==> src/rtl/fifo_pkg.sv <==
// Shared helpers for the FIFO write/read controllers: pointer sizing and Gray coding.
package fifo_pkg;

    function automatic int clog2(input int n);
        int r;
        r = 0;
        for (int i = 0; i < 32; i++) begin
            if ((1 << r) < n) r++;
        end
        return r;
    endfunction

    function automatic int depth_of(input int addr_width);
        return 1 << addr_width;
    endfunction

    // Pointers carry one extra wrap bit beyond the storage address.
    function automatic int ptr_w(input int addr_width);
        return addr_width + 1;
    endfunction

    function automatic logic [31:0] bin2gray(input logic [31:0] b);
        return b ^ (b >> 1);
    endfunction

endpackage

==> src/rtl/rr_arbiter.sv <==
// Combinational round-robin arbiter: search starts one past the last grant and wraps.
module rr_arbiter #(
    parameter int NUM_REQ = 4,
    parameter int REQ_W   = 2
) (
    input  logic [NUM_REQ-1:0] req,
    input  logic               enable,
    input  logic [REQ_W-1:0]   last,
    output logic [NUM_REQ-1:0] grant,
    output logic [REQ_W-1:0]   grant_idx
);

    always_comb begin
        int               c;
        logic             found;
        logic [REQ_W-1:0] ci;
        grant     = '0;
        grant_idx = last;
        found     = 1'b0;
        c         = 0;
        ci        = '0;
        for (int i = 1; i <= NUM_REQ; i++) begin
            c  = (int'(last) + i) % NUM_REQ;
            ci = REQ_W'(c);
            if (!found && req[ci]) begin
                found     = 1'b1;
                grant[ci] = enable;
                grant_idx = ci;
            end
        end
    end

endmodule

==> src/rtl/fifo_wr_arbiter.sv <==
// FIFO write-side controller: round-robin producer arbitration, write pointer,
// read-pointer synchronizer and registered full flag.
module fifo_wr_arbiter
    import fifo_pkg::*;
#(
    parameter int DATA_WIDTH = 8,
    parameter int ADDR_WIDTH = 4,
    parameter int NUM_REQ    = 4,
    localparam int REQ_W     = clog2(NUM_REQ),
    localparam int PTR_W     = ptr_w(ADDR_WIDTH)
) (
    input  logic                          wr_clk,
    input  logic                          wr_rst,
    input  logic [NUM_REQ-1:0]            req_valid,
    input  logic [NUM_REQ*DATA_WIDTH-1:0] req_data,
    output logic [NUM_REQ-1:0]            req_ready,
    input  logic [PTR_W-1:0]              rd_ptr_gray,
    output logic                          mem_wr_en,
    output logic [ADDR_WIDTH-1:0]         mem_wr_addr,
    output logic [DATA_WIDTH-1:0]         mem_wr_data,
    output logic                          fifo_full,
    output logic [PTR_W-1:0]              wr_ptr_gray,
    output logic [REQ_W-1:0]              grant_id
);

    // Handshake: a producer raises req_valid[i] with stable data and keeps it until
    // req_ready[i] is seen high in the same cycle; that cycle is the transfer.

    logic [PTR_W-1:0]   wr_bin;
    logic [PTR_W-1:0]   wr_bin_next;
    logic [PTR_W-1:0]   gnext;
    logic [PTR_W-1:0]   rq1;
    logic [PTR_W-1:0]   rq2;
    logic [PTR_W-1:0]   full_target;
    logic [NUM_REQ-1:0] grant;
    logic [REQ_W-1:0]   grant_idx;
    logic               xfer;

    assign xfer = (|req_valid) && !fifo_full && !wr_rst;

    rr_arbiter #(
        .NUM_REQ (NUM_REQ),
        .REQ_W   (REQ_W)
    ) u_rr_arbiter (
        .req       (req_valid),
        .enable    (xfer),
        .last      (grant_id),
        .grant     (grant),
        .grant_idx (grant_idx)
    );

    assign req_ready   = grant;
    assign mem_wr_en   = xfer;
    assign mem_wr_addr = wr_bin[ADDR_WIDTH-1:0];

    always_comb begin
        mem_wr_data = '0;
        for (int i = 0; i < NUM_REQ; i++) begin
            if (grant_idx == REQ_W'(i)) mem_wr_data = req_data[i*DATA_WIDTH +: DATA_WIDTH];
        end
    end

    assign wr_bin_next = xfer ? wr_bin + PTR_W'(1) : wr_bin;
    assign gnext       = PTR_W'(bin2gray(32'(wr_bin_next)));
    // Full when the write pointer is one lap ahead: top two Gray bits inverted.
    assign full_target = {~rq2[PTR_W-1:PTR_W-2], rq2[PTR_W-3:0]};

    always_ff @(posedge wr_clk) begin
        if (wr_rst) begin
            wr_bin      <= '0;
            wr_ptr_gray <= '0;
            rq1         <= '0;
            rq2         <= '0;
            fifo_full   <= 1'b0;
            grant_id    <= REQ_W'(NUM_REQ - 1);
        end else begin
            rq1         <= rd_ptr_gray;
            rq2         <= rq1;
            wr_bin      <= wr_bin_next;
            wr_ptr_gray <= gnext;
            fifo_full   <= (gnext == full_target);
            if (xfer) grant_id <= grant_idx;
        end
    end

endmodule

==> config.mk <==
export PLATFORM = sky130hd
export DESIGN_NAME = fifo_wr_arbiter
export DESIGN_NICKNAME = d
export VERILOG_FILES = /design/src/rtl/fifo_pkg.sv /design/src/rtl/rr_arbiter.sv /design/src/rtl/fifo_wr_arbiter.sv
export SDC_FILE = /design/constraint.sdc
export NUM_CORES = 1
export LEC_CHECK = 0
export BUFFER_PORTS_ARGS = -buffer_cell sky130_fd_sc_hd__buf_2
export CAP_MARGIN = 20
export CELL_PAD_IN_SITES_DETAIL_PLACEMENT = 2
export CELL_PAD_IN_SITES_GLOBAL_PLACEMENT = 2
export CORE_ASPECT_RATIO = 0.5
export CORE_UTILIZATION = 30
export DETAILED_ROUTE_END_ITERATION = 7
export PLACE_DENSITY = 0.82
export SLEW_MARGIN = 20
export SYNTH_ARGS = -nofsm -noshare
export SYNTH_HDL_FRONTEND = slang
export SYNTH_HIERARCHICAL = 1
export SYNTH_SLANG_ARGS = --single-unit
==> constraint.sdc <==
create_clock -name wr_clk -period 5.7 [get_ports wr_clk]
set_input_delay 0.285 -clock wr_clk [delete_from_list [all_inputs] [get_ports wr_clk]]
set_output_delay 0.285 -clock wr_clk [all_outputs]
set_load 0.005 [all_outputs]
# == Yosys cells after proc, flatten, opt, wreduce, memory -nomap -nowiden ==
# Index checks and enable logic that the tools add are counted.
# totals
regBits,23
input_bits,43
out_inout_bits,25
wordCells,77
# op_classes
add_sub_neg,5
magnitude_cmp,8
eq_ne,4
n_mux,35
bitwise_logic,3
reduce_logical,16
# ops
cell,count
8-bit 2-to-1 mux,4
4-bit 2-to-1 mux,4
4-bit bitwise mux,3
2-bit by 3-bit < comparator with 1-bit output (second input constant),4
1-bit 2-to-1 mux,11
1-bit logical AND,9
1-bit binary-select mux with 2-bit select,4
1-bit demux with 2-bit select,4
2-bit by 1-bit greater-or-equal comparator with 1-bit output (second input constant),4
2-bit 2-to-1 mux,4
5-bit by 1-bit adder with 5-bit output (second input constant),1
5-bit equality test,1
1-bit logical NOT,5
5-bit 2-to-1 mux,1
5-bit by 4-bit bitwise XOR with 5-bit output,1
2-bit by 1-bit adder with 2-bit output (second input constant),2
2-bit adder (second input constant),2
4-bit AND,1
2-bit equality test (second input constant),2
4-bit OR reduction,1
2-bit by 1-bit equality test with 1-bit output (second input constant),1
2-bit logical NOT,1
2-bit inverter,1

# == Logic depth before layout (Yosys ltp) ==
# Gate-level depths: netlist of the first run.
# logic_depth
word_depth,18
mapped_depth,10
mapped_depth_nobuf,8

# == Cells and area by module ==
# The synthesis of the first run kept the hierarchy.
# by_module_without_submodules
mod,instances,cells_each,area_per_inst_um2,seq_area_each_um2
fifo_wr_arbiter,1,104,1142.3,440.4
rr_arbiter,1,54,474.2,0.0

# == Least setup slack after synthesis of the first run ==
# Ideal clock, no wire load.
# synth_timing
kind,reg-to-output
startpoint,reg grant_id[0]
endpoint,out mem_wr_data[0]
arrival_time_ps,2877
required_time_ps,5415
slack_ps,2538
path_stages_with_launch,10
path_cell_list,dfxtp_1 > buf_6 > inv_1 > ha_1 > mux4_1 > nor2b_2 > nor2_1 > xnor2_1 > clkbuf_1 > mux4_2
# synth_between
elab_chain_len,18
# synth_rtl
item,line,source
from (decl),fifo_wr_arbiter.sv:23,output logic [REQ_W-1:0] grant_id
from (signal assigned),fifo_wr_arbiter.sv:75,grant_id <= REQ_W'(NUM_REQ - 1);
from (signal assigned),fifo_wr_arbiter.sv:82,if (xfer) grant_id <= grant_idx;
2-bit by 1-bit adder with 2-bit output,rr_arbiter.sv:23,c = (int'(last) + i) % NUM_REQ;
1-bit binary-select mux with 2-bit select,rr_arbiter.sv:25,if (!found && req[ci]) begin
1-bit 2-to-1 mux (implied by the code),rr_arbiter.sv:25,
1-bit 2-to-1 mux,rr_arbiter.sv:25,
1-bit logical NOT,rr_arbiter.sv:25,
1-bit logical AND,rr_arbiter.sv:25,
1-bit 2-to-1 mux,rr_arbiter.sv:25,
1-bit logical NOT,rr_arbiter.sv:25,
1-bit logical AND,rr_arbiter.sv:25,
1-bit 2-to-1 mux,rr_arbiter.sv:25,
1-bit logical NOT,rr_arbiter.sv:25,
1-bit logical AND,rr_arbiter.sv:25,
2-bit 2-to-1 mux *,rr_arbiter.sv:25,
via grant_idx[0],fifo_wr_arbiter.sv:36,logic [REQ_W-1:0] grant_idx;
2-bit logical NOT,fifo_wr_arbiter.sv:59,if (grant_idx == REQ_W'(i)) mem_wr_data = req_data[i*DATA_WIDTH +: DATA_WIDTH];
8-bit 2-to-1 mux (3 in series),fifo_wr_arbiter.sv:59,
8-bit 2-to-1 mux *,fifo_wr_arbiter.sv:59,
to (decl),fifo_wr_arbiter.sv:20,"output logic [DATA_WIDTH-1:0] mem_wr_data,"
# Mark *: on every way through the listed nets, which the timed path passes. The rest lies on a longest branch. The select of a mux whose other input is x is not followed.

# == Worst setup path in the final report of the first run ==
# layout_timing
startpoint,reg grant_id[0]
endpoint,out mem_wr_data[2]
# Same word-level chain as after synthesis.

==> results of run 1 <==
power by group:
| group | total [mW] | switching, mW | internal, mW |
|---|---|---|---|
| logic | 0.558 | 0.263 | 0.295 |
| clock network | 0.149 | 0.0551 | 0.0939 |
| registers | 0.204 | 0.0348 | 0.169 |
| total | 0.910 | 0.353 | 0.558 |
final timing paths:
path / to / slack (ns) / depth (start not counted)
max: mem_wr_data[2] / 1.97 / 9
min: rq1[2] / 0.22 / 2
max reg2reg: grant_id[1] / 2.87 / 6
min reg2reg: rq2[1] / 0.45 / 1
final cells by class:
cell class	instances	area, sq um
clock buffer	3	41.29
clock inverter	1	30.03
fill	580	2978
inverter	3	11.26
multi-input combinational	124	1114
sequential	22	440.4
tap	70	87.58
timing repair buffer	68	342.8
metrics by stage:
step                  util  hold WS, ns
floorplan                -       0.4132
global placement    0.3946       0.4178
detailed placement  0.3956       0.4354
CTS                 0.4097       0.2140
global route        0.4097       0.2396
finish              0.4097       0.2221
critical path, stage by stage, from the launching register on:
cell and delay [ns]:
dfxtp_1 0.79, inv_1 0.22, ha_1 0.41, mux4_1 0.31
nor2b_2 0.21, nor2_1 0.16, xnor2_1 0.13, buf_4 0.23
mux4_2 0.54, buf_2 0.16
sequential cells by signal, indices dropped and copies added, names as in the netlist:
register     count
rq1              5
rq2              5
wr_ptr_gray      5
wr_bin           4
grant_id         2
fifo_full        1
cell usage in the layout (no fill, tap or decap), types with 2 or more instances in the layout:
cell type / Yosys / layout
mux4_2: 10 / 10
dfxtp_1: 22 / 22
clkbuf_8: 0 / 3
buf_2: 0 / 67
a22oi_1: 4 / 4
nand2_1: 9 / 9
xnor2_1: 11 / 11
nor3_1: 3 / 2
ha_1: 9 / 9
nor2_1: 12 / 12
xor2_1: 6 / 6
nand2b_1: 2 / 2
o221ai_1: 5 / 5
mux2i_1: 3 / 3
nand3_1: 8 / 8
nor2b_1: 11 / 11
a21oi_1: 5 / 5
nand3b_1: 4 / 4
o21ai_0: 4 / 4
inv_1: 3 / 3
cell families after synthesis:
kind of cell | count (synthesis) | share of synthesized area
and+or+nand+nor | 58 | 0.2113
muxes | 15 | 0.1811
AOI/OAI and AO/OA | 24 | 0.1176
xor gates and xnor gates | 18 | 0.1060
DFF | 22 | 0.2724
adders and majority gates | 9 | 0.06966
buffers and inverters | 12 | 0.04179
layer usage:
metal | vias to the layer above | track usage | wire, microns
li1 | 700 | - | -
met1 | 722 | 0.2128 | 2044
met2 | 18 | 0.3453 | 2624
met3 | 4 | 0.01937 | 80
met4 | 0 | 0.03472 | 36
met5 | - | 0 | 0
==> out/metrics.yaml, run 1 <==
status: "finished clean"
clk_latency_ns: 0.27
worst_ep_required_time_ns: 5.41
die_height_microns: 53.91
synth_nets: 210
ys_ff_latch: 22
maxSlewHeadroom: 0.4626
antenna_found_initial: 0
core_area_sq_um: 5045
final_area_sq_um: 2067
yosys_warnings: 6
rsz0062_at_grt: "false"
io_pins: 68
p_total_uw: 910.5
hold_path_class: "primary input to flip-flop"
nNetsFinal: 274
drc: 0
p_per_area_nw_per_um2: 440.5
synth.top_cells.by_count: "dfxtp_1 (22), nor2_1 (12), nor2b_1 (11), xnor2_1 (11), mux4_2 (10)"
dp_hpwl_microns: 3751
post-place-ws_ns: 2.261
drv_slew: 0
overflow: 0
cts_hold_buf: 0
min_period_ns: 3.726
yosysUniqueCellTypes: 40
cp-end-kind: "output pin"
worstHoldStart: "rd_ptr_gray[2]"
grt_pass1_wl_microns: 7665
timing.final.crit_share: 0.6537
yosysTopAreaCellShare: 0.2724
ys_seq_area_frac: 0.2724
synth.most_common_cell: "dfxtp_1"
grt_max_degree: 28
cts.sinks: 22
num_vias: 1444
fin_cells: 291
totalWireLength_microns: 4786
power.leakage_nw: 0.9009
setup_tns_ns: 0
hold_viol: 0
avgSynthCellArea_sq_um: 10.23
track_usage: 0.1747
cts.path.max_buffers: 2
timing.fmax_mhz: 268.4
async_flop_share: 0
cts_max_level: 1
path_clk_slew_ns: 0.08
root_buffer: "clkbuf_8"
setup-violations-final: 0
area_growth_pct: 27.86
placed_cells: 287
die_x_microns: 105.8
path_class: "flip-flop to output pin"
worst_slack_ns: 1.974
gp_congestion: 0.7182
ir_worst_vdd_mv: 0.1364
placementRows: 18
synth.area.top_cells: "dfxtp_1 (27%), mux4_2 (14%), ha_1 (7.0%)"
synthFlopType: "dfxtp_1"
post_drt_via_cell_ratio: 4.962
worstMarginPinSlew_ns: 0.8008
skew_ns: 0.001060
cts_tree: "done"
worst_setup_path_start_kind: "flip-flop"
initial_core_util: 0.3204
rr_startpoint: "grant_id[0]"
crit_start: "grant_id[0]"
syn-cell-area_sq_um: 1617
wl_per_cell_microns: 16.45
numCtsBuffers: 3
crit_arrival_ns: 3.44
grt_pass1_vias: 1527
path_max_fanout: 19
postCtsSetupBuffers: 0
num_antenna_cells: 0
placed_area_sq_um: 1996
cap_viol_max_count: 0
synth_largest_area_cell: "dfxtp_1"
synth_cells: 158
cts-resized-gates: 0
dr.pass1.iters: 4
drt_first_iter_violations: 30
final_antenna_net_count: 0
synth_edf_count: 0
portBuffers: 67
drive_gt1_frac: 0.4253
die_area_sq_um: 5704
No activity file was read; power rests on OpenSTA's default activity.
==> run 2, diff against run 1 <==
--- a/config.mk
+++ b/config.mk
@@ -10,9 +10,9 @@
 export CELL_PAD_IN_SITES_DETAIL_PLACEMENT = 2
 export CELL_PAD_IN_SITES_GLOBAL_PLACEMENT = 2
 export CORE_ASPECT_RATIO = 0.5
-export CORE_UTILIZATION = 30
+export CORE_UTILIZATION = 28
 export DETAILED_ROUTE_END_ITERATION = 7
-export PLACE_DENSITY = 0.82
+export PLACE_DENSITY = 0.78
 export SLEW_MARGIN = 20
 export SYNTH_ARGS = -nofsm -noshare
 export SYNTH_HDL_FRONTEND = slang
==> constraint.sdc (replaced) <==
create_clock -name wr_clk -period 3.43 [get_ports wr_clk]
set_input_delay 0.1715 -clock wr_clk [delete_from_list [all_inputs] [get_ports wr_clk]]
set_output_delay 0.1715 -clock wr_clk [all_outputs]
set_load 0.005 [all_outputs]
==> run 2 against run 1 <==
  * Clock power increased by 120%
  * Design area rose by 2.5%
  * Wire length fell by 1.3%
  * Critical path depth fell by 3
  * First-iteration DRC count shrank 17%
  * Die area increased by 6.9%
  * Count of clock-buffer cells in the layout is the same
  * Combinational power increased by 75%
  * Worst setup slack worse by 1.7 ns
  * Largest cell class unchanged
  * Highest routed layer unchanged
==> out/metrics.yaml, run 2 (synthesis gave the netlist of run 1 again) <==
status: "finished clean"
antenna_found_initial: 0  # unchanged
cts_hold_buf: 0  # unchanged
power.leakage_nw: 0.9253  # +2.7%
critical_path.max_stage_delay_ns: 0.73  # -0.06 ns
met1_length_microns: 2104  # +2.9%
seq_area_sq_um: 440.4  # unchanged
area_growth_pct: 31.11
drt_first_iter_violations: 25  # -17%
clk_latency_ns: 0.25  # -0.02 ns
multi_input_area_sq_um: 1114  # unchanged
highest_layer: "met4"
worstMarginPinSlew_ns: 0.8768  # +0.07600 ns
nFillCells: 613  # +5.7%
die_x_microns: 109.5  # +3.4%
p_per_area_nw_per_um2: 757.8  # +72%
layout_commonest_cell: "buf_2"
die_area_sq_um: 6100  # +6.9%
wl_per_cell_microns: 15.95  # -3.0%
rr_startpoint: "grant_id[0]"
skew_ns: 0.001500  # +0.0004404 ns
p_total_mw: 1.606  # +76%
post-place-ws_ns: 0.5735  # -1.688 ns
worst_slack_ns: 0.2997  # -1.674 ns
mostFrequentLayoutCells: "buf_2 (67), dfxtp_1 (22), nor2_1 (12), nor2b_1 (11), xnor2_1 (11)"
crit_arrival_ns: 2.96  # -0.48 ns
cp_slowest_cell: "o21ai_1"
drc: 0  # unchanged
cts_tree: "done"
final_antenna_net_count: 0  # unchanged
routed-wl-met2_microns: 2436  # -7.2%
numCtsBuffers: 3  # unchanged
rsz0062_at_grt: "false"
dr.pass1.iters: 4  # unchanged
portBuffers: 67  # unchanged
gp_congestion: 0.7191  # +0.13%
grt_pass1_wl_microns: 7852  # +2.4%
die_height_microns: 55.73  # +3.4%
path_max_fanout: 9  # -10
worst_hold_path.endpoint: "rq1[0]"
post_drt_via_cell_ratio: 4.929  # -0.67%
crit_path_frequent_cell: "mux4_2"
postCtsSetupBuffers: 0  # unchanged
worst_setup_path_start_kind: "flip-flop"
hold_path_class: "primary input to flip-flop"
timing.fmax_mhz: 319.5
drive_gt1_frac: 0.4305  # +0.005154
drv_slew: 0  # unchanged
path_class: "flip-flop to output pin"
cts_max_level: 1  # unchanged
cts.path.max_buffers: 2  # unchanged
wl_met3_microns: 124  # +55%
cts-resized-gates: 0  # unchanged
r2r_slack_ns: 0.99  # -1.88 ns
reg2reg_to: "grant_id[1]"
top_regs: "rq1 (5), rq2 (5), wr_ptr_gray (5)"
cap_viol_max_count: 0  # unchanged
setup-violations-final: 0  # unchanged
maxSlewHeadroom: 0.4116  # -0.05100
io_pins: 68  # unchanged
grt_max_degree: 28  # unchanged
reg2regPathDepth: 6  # unchanged
setup_tns_ns: 0  # unchanged
initial_core_util: 0.2931  # -0.02733
totalWireLength_microns: 4722  # -1.3%
ir_worst_vdd_mv: 0.2314  # +70%
min_period_ns: 3.130
cp_cell_sequence: "inv_1 -> ha_1 -> mux4_2 -> o21ai_1 -> mux4_2 -> buf_2"
cp-end-kind: "output pin"
path_clk_slew_ns: 0.06  # -0.02 ns
hold_viol: 0  # unchanged
timing.final.crit_share: 0.9126
nNetsFinal: 276  # +0.73%
dp_hpwl_microns: 3684  # -1.8%
grt_pass1_vias: 1571  # +2.9%
placementRows: 19  # +1
cts.sinks: 22  # unchanged
core_area_sq_um: 5515  # +9.3%
track_usage: 0.1654  # -0.009339
num_antenna_cells: 0  # unchanged
overflow: 0  # unchanged
hold_path_depth: 2  # unchanged
worstHoldStart: "rd_ptr_gray[0]"
worst_ep_required_time_ns: 3.26  # -2.15 ns
root_buffer: "clkbuf_16"
num_vias: 1459  # +1.0%
[run 2: worst max-delay path by stage]
stage / from / end / slack (ns) / depth (start not counted)
2_1_floorplan: grant_id[0] / mem_wr_data[0] / 0.38 / 9
3_3_place_gp: grant_id[0] / mem_wr_data[5] / 0.67 / 8
3_5_place_dp: grant_id[0] / mem_wr_data[6] / 0.57 / 8
4_1_cts: grant_id[0] / mem_wr_data[6] / 0.29 / 8
5_1_grt: grant_id[0] / mem_wr_data[7] / 0.14 / 6
6_report: grant_id[0] / mem_wr_data[6] / 0.30 / 6
[run 2: metal layers]
layer / vias up / track usage
li1: 707 / -
met1: 723 / 0.2039
met2: 23 / 0.3001
met3: 6 / 0.02576
met4: 0 / 0.04190
met5: - / 0
[run 2: final cells by class]
cell class,count,share of cell area
Clock buffer,3,0.03542
Clock inverter,1,0.01417
Inverter,3,0.005313
Multi-Input combinational cell,124,0.5254
Sequential cell,22,0.2078
Tap cell,73,0.04309
Timing Repair Buffer,70,0.1688
[run 2: worst max-delay path: cells and delay by family (launching register included)]
kind / cells / cell delay [ns]
mux: 2 / 0.83
fa+ha+maj: 1 / 0.38
compound gates: 1 / 0.73
buf+inv: 2 / 0.29
flops: 1 / 0.46
[run 2: through the flow]
| step | util | instance area, sq um | hold WS (ns) | instances |
|---|---|---|---|---|
| final | 0.3843 | 2120 | 0.1220 | 296 |
| after global routing | 0.3843 | 2120 | 0.1408 | 296 |
| after CTS | 0.3843 | 2120 | 0.1212 | 296 |
| after detailed placement | 0.3652 | 2014 | 0.3896 | 292 |
| after global placement | 0.3643 | 2009 | 0.3787 | 292 |
| after floorplan | - | 1617 | 0.2997 | 158 |
[run 2: power breakdown]
group / internal (mW) / switching, mW / leakage (nW)
clock network: 0.232 / 0.0965 / 0.0511
registers: 0.281 / 0.0231 / 0.181
logic: 0.502 / 0.471 / 0.693
==> run 3, diff against run 2 <==
--- a/config.mk
+++ b/config.mk
@@ -10,9 +10,10 @@
 export CELL_PAD_IN_SITES_DETAIL_PLACEMENT = 2
 export CELL_PAD_IN_SITES_GLOBAL_PLACEMENT = 2
 export CORE_ASPECT_RATIO = 0.5
-export CORE_UTILIZATION = 28
+export CORE_UTILIZATION = 29
+export CTS_BUF_LIST = sky130_fd_sc_hd__clkbuf_4 sky130_fd_sc_hd__clkbuf_8
 export DETAILED_ROUTE_END_ITERATION = 7
-export PLACE_DENSITY = 0.78
+export PLACE_DENSITY = 0.8
 export SLEW_MARGIN = 20
 export SYNTH_ARGS = -nofsm -noshare
 export SYNTH_HDL_FRONTEND = slang
==> run 3 against run 2 <==
  * Clock skew grew 0.0036 ns
  * Wire length grew 1.1%
  * Via count shrank 1.9%
  * First-iteration DRC count grew 40%
  * Die area shrank 3.4%
  * Sequential share of layout area grew 0.48 points
  * Largest cell class unchanged
==> out/metrics.yaml, run 3 (synthesis gave the netlist of run 1 again) <==
maxSlewHeadroom: 0.6725  # +0.2609
fin_cells: 294  # -0.68%
grt_max_degree: 28  # unchanged
io_pins: 68  # unchanged
setup_tns_ns: 0  # unchanged
top_regs: "rq1 (5), rq2 (5), wr_ptr_gray (5)"
track_usage: 0.1685  # +0.003138
initial_core_util: 0.3148  # +0.02171
min_period_ns: 3.135  # +0.004752 ns
layout_commonest_cell: "buf_2"
portBuffers: 67  # unchanged
placementRows: 18  # -1
drive_gt1_frac: 0.4330  # +0.002542
area_growth_pct: 28.17
critical_path.max_stage_delay_ns: 0.52  # -0.21 ns
post_drt_via_cell_ratio: 4.867  # -1.3%
p_per_area_nw_per_um2: 710.6  # -6.2%
utilization: 0.4035  # +0.01921
num_vias: 1431  # -1.9%
cp-end-kind: "output pin"
dr.pass1.iters: 4  # unchanged
path_max_fanout: 9  # unchanged
cts_tree: "done"
timing.final.crit_share: 0.9140  # +0.001385
root_buffer: "clkbuf_8"
antenna_found_initial: 0  # unchanged
timing.fmax_mhz: 319.0  # -0.15%
die_height_microns: 54.80  # -1.7%
grt_pass1_wl_microns: 7514  # -4.3%
num_antenna_cells: 0  # unchanged
mostFrequentLayoutCells: "buf_2 (67), dfxtp_1 (22), nor2_1 (12), nor2b_1 (11), xnor2_1 (11)"
dp_hpwl_microns: 3835  # +4.1%
wl_per_cell_microns: 16.23  # +1.8%
rsz0062_at_grt: "false"
final_antenna_net_count: 0  # unchanged
drt_first_iter_violations: 35  # +40%
p_total_mw: 1.472  # -8.3%
overflow: 0  # unchanged
cts-resized-gates: 0  # unchanged
cts_max_level: 1  # unchanged
cts.path.max_buffers: 2  # unchanged
worstMarginPinSlew_ns: 0.4868  # -0.3900 ns
drc: 0  # unchanged
status: "finished clean"
nFillCells: 594  # -3.1%
worst_ep_required_time_ns: 3.26  # about the same
gp_congestion: 0.7462  # +3.8%
hold_path_class: "primary input to flip-flop"
die_x_microns: 107.6  # -1.7%
path_clk_slew_ns: 0.08  # +0.02 ns
drv_slew: 0  # unchanged
cap_viol_max_count: 0  # unchanged
multi_input_area_sq_um: 1112  # -0.11%
cp_slowest_cell: "mux4_2"
worst_slack_ns: 0.2950  # -0.004752 ns
clk_latency_ns: 0.26  # about the same
ir_worst_vdd_mv: 0.2467  # +6.6%
seq_area_sq_um: 440.4  # unchanged
crit_arrival_ns: 2.96  # about the same
core_area_sq_um: 5135  # -6.9%
hold_viol: 0  # unchanged
setup-violations-final: 0  # unchanged
cp_cell_sequence: "inv_1 -> ha_1 -> mux4_1 -> nor2b_2 -> nor2_1 -> xnor2_1 -> buf_4 -> mux4_2 -> buf_2"
power.leakage_nw: 0.9077  # -1.9%
grt_pass1_vias: 1468  # -6.6%
totalWireLength_microns: 4773  # +1.1%
numCtsBuffers: 3  # unchanged
postCtsSetupBuffers: 0  # unchanged
path_class: "flip-flop to output pin"
post-place-ws_ns: 0.4175  # -0.1560 ns
nNetsFinal: 277  # +0.36%
die_area_sq_um: 5895  # -3.4%
cts_hold_buf: 0  # unchanged
placed_cells: 290  # -0.68%
cp_top_family: "multiplexers"
crit_buf_inv: 3  # +1
skew_ns: 0.005078  # +0.003578 ns
cts.sinks: 22  # unchanged
worst_setup_path_start_kind: "flip-flop"
## run 3: cell types whose count changed in the layout (fill, tap and decap cells not counted), sizes merged
cell	change
bufinv	-1
clkbuf	+1
buf	+1
## run 3: final timing paths
path | startpoint | endpoint | slack, ns | cells after the start
min reg2reg | rq1[2] | rq2[2] | 0.44 | 1
min | rd_ptr_gray[2] | rq1[2] | 0.12 | 2
max reg2reg | wr_bin[0] | fifo_full | 1.06 | 6
max | grant_id[0] | mem_wr_data[7] | 0.29 | 9
## run 3: layer usage
metal	vias up	wire length, microns	global-route usage
li1	707	-	-
met1	703	2210	0.2193
met2	19	2437	0.3024
met3	2	96	0.02857
met4	0	29	0.03196
met5	-	0	0
## run 3: final cells by class
cell class / instances / area share
Tap cell: 70 / 0.04227
Inverter: 3 / 0.005435
Sequential cell: 22 / 0.2126
Timing Repair Buffer: 71 / 0.1763
Multi-Input combinational cell: 124 / 0.5368
Clock buffer: 4 / 0.02657
## run 3: metrics by stage
stage / cell area, sq um / hold WS (ns)
CTS: 2068 / 0.1193
detailed placement: 2013 / 0.3890
floorplan: 1617 / 0.2997
global route: 2072 / 0.1127
finish: 2072 / 0.1224
global placement: 2013 / 0.3784
## run 3: worst register-to-register path, delay by kind of cell (launching register included)
family | cells | cell delay (ns)
AND/OR/NAND/NOR | 3 | 0.79
XOR/XNOR | 1 | 0.31
adder cells (fa/ha/maj) | 1 | 0.31
flip-flops | 1 | 0.49
AO/OA/AOI/OAI | 1 | 0.36
## run 3: where the power goes
part	leakage, nW	internal [mW]	switching [mW]	total (mW)
Sequential	0.181	0.281	0.0223	0.303
Combinational	0.698	0.507	0.480	0.987
Clock	0.0288	0.102	0.0806	0.183
Total	0.908	0.889	0.583	1.47
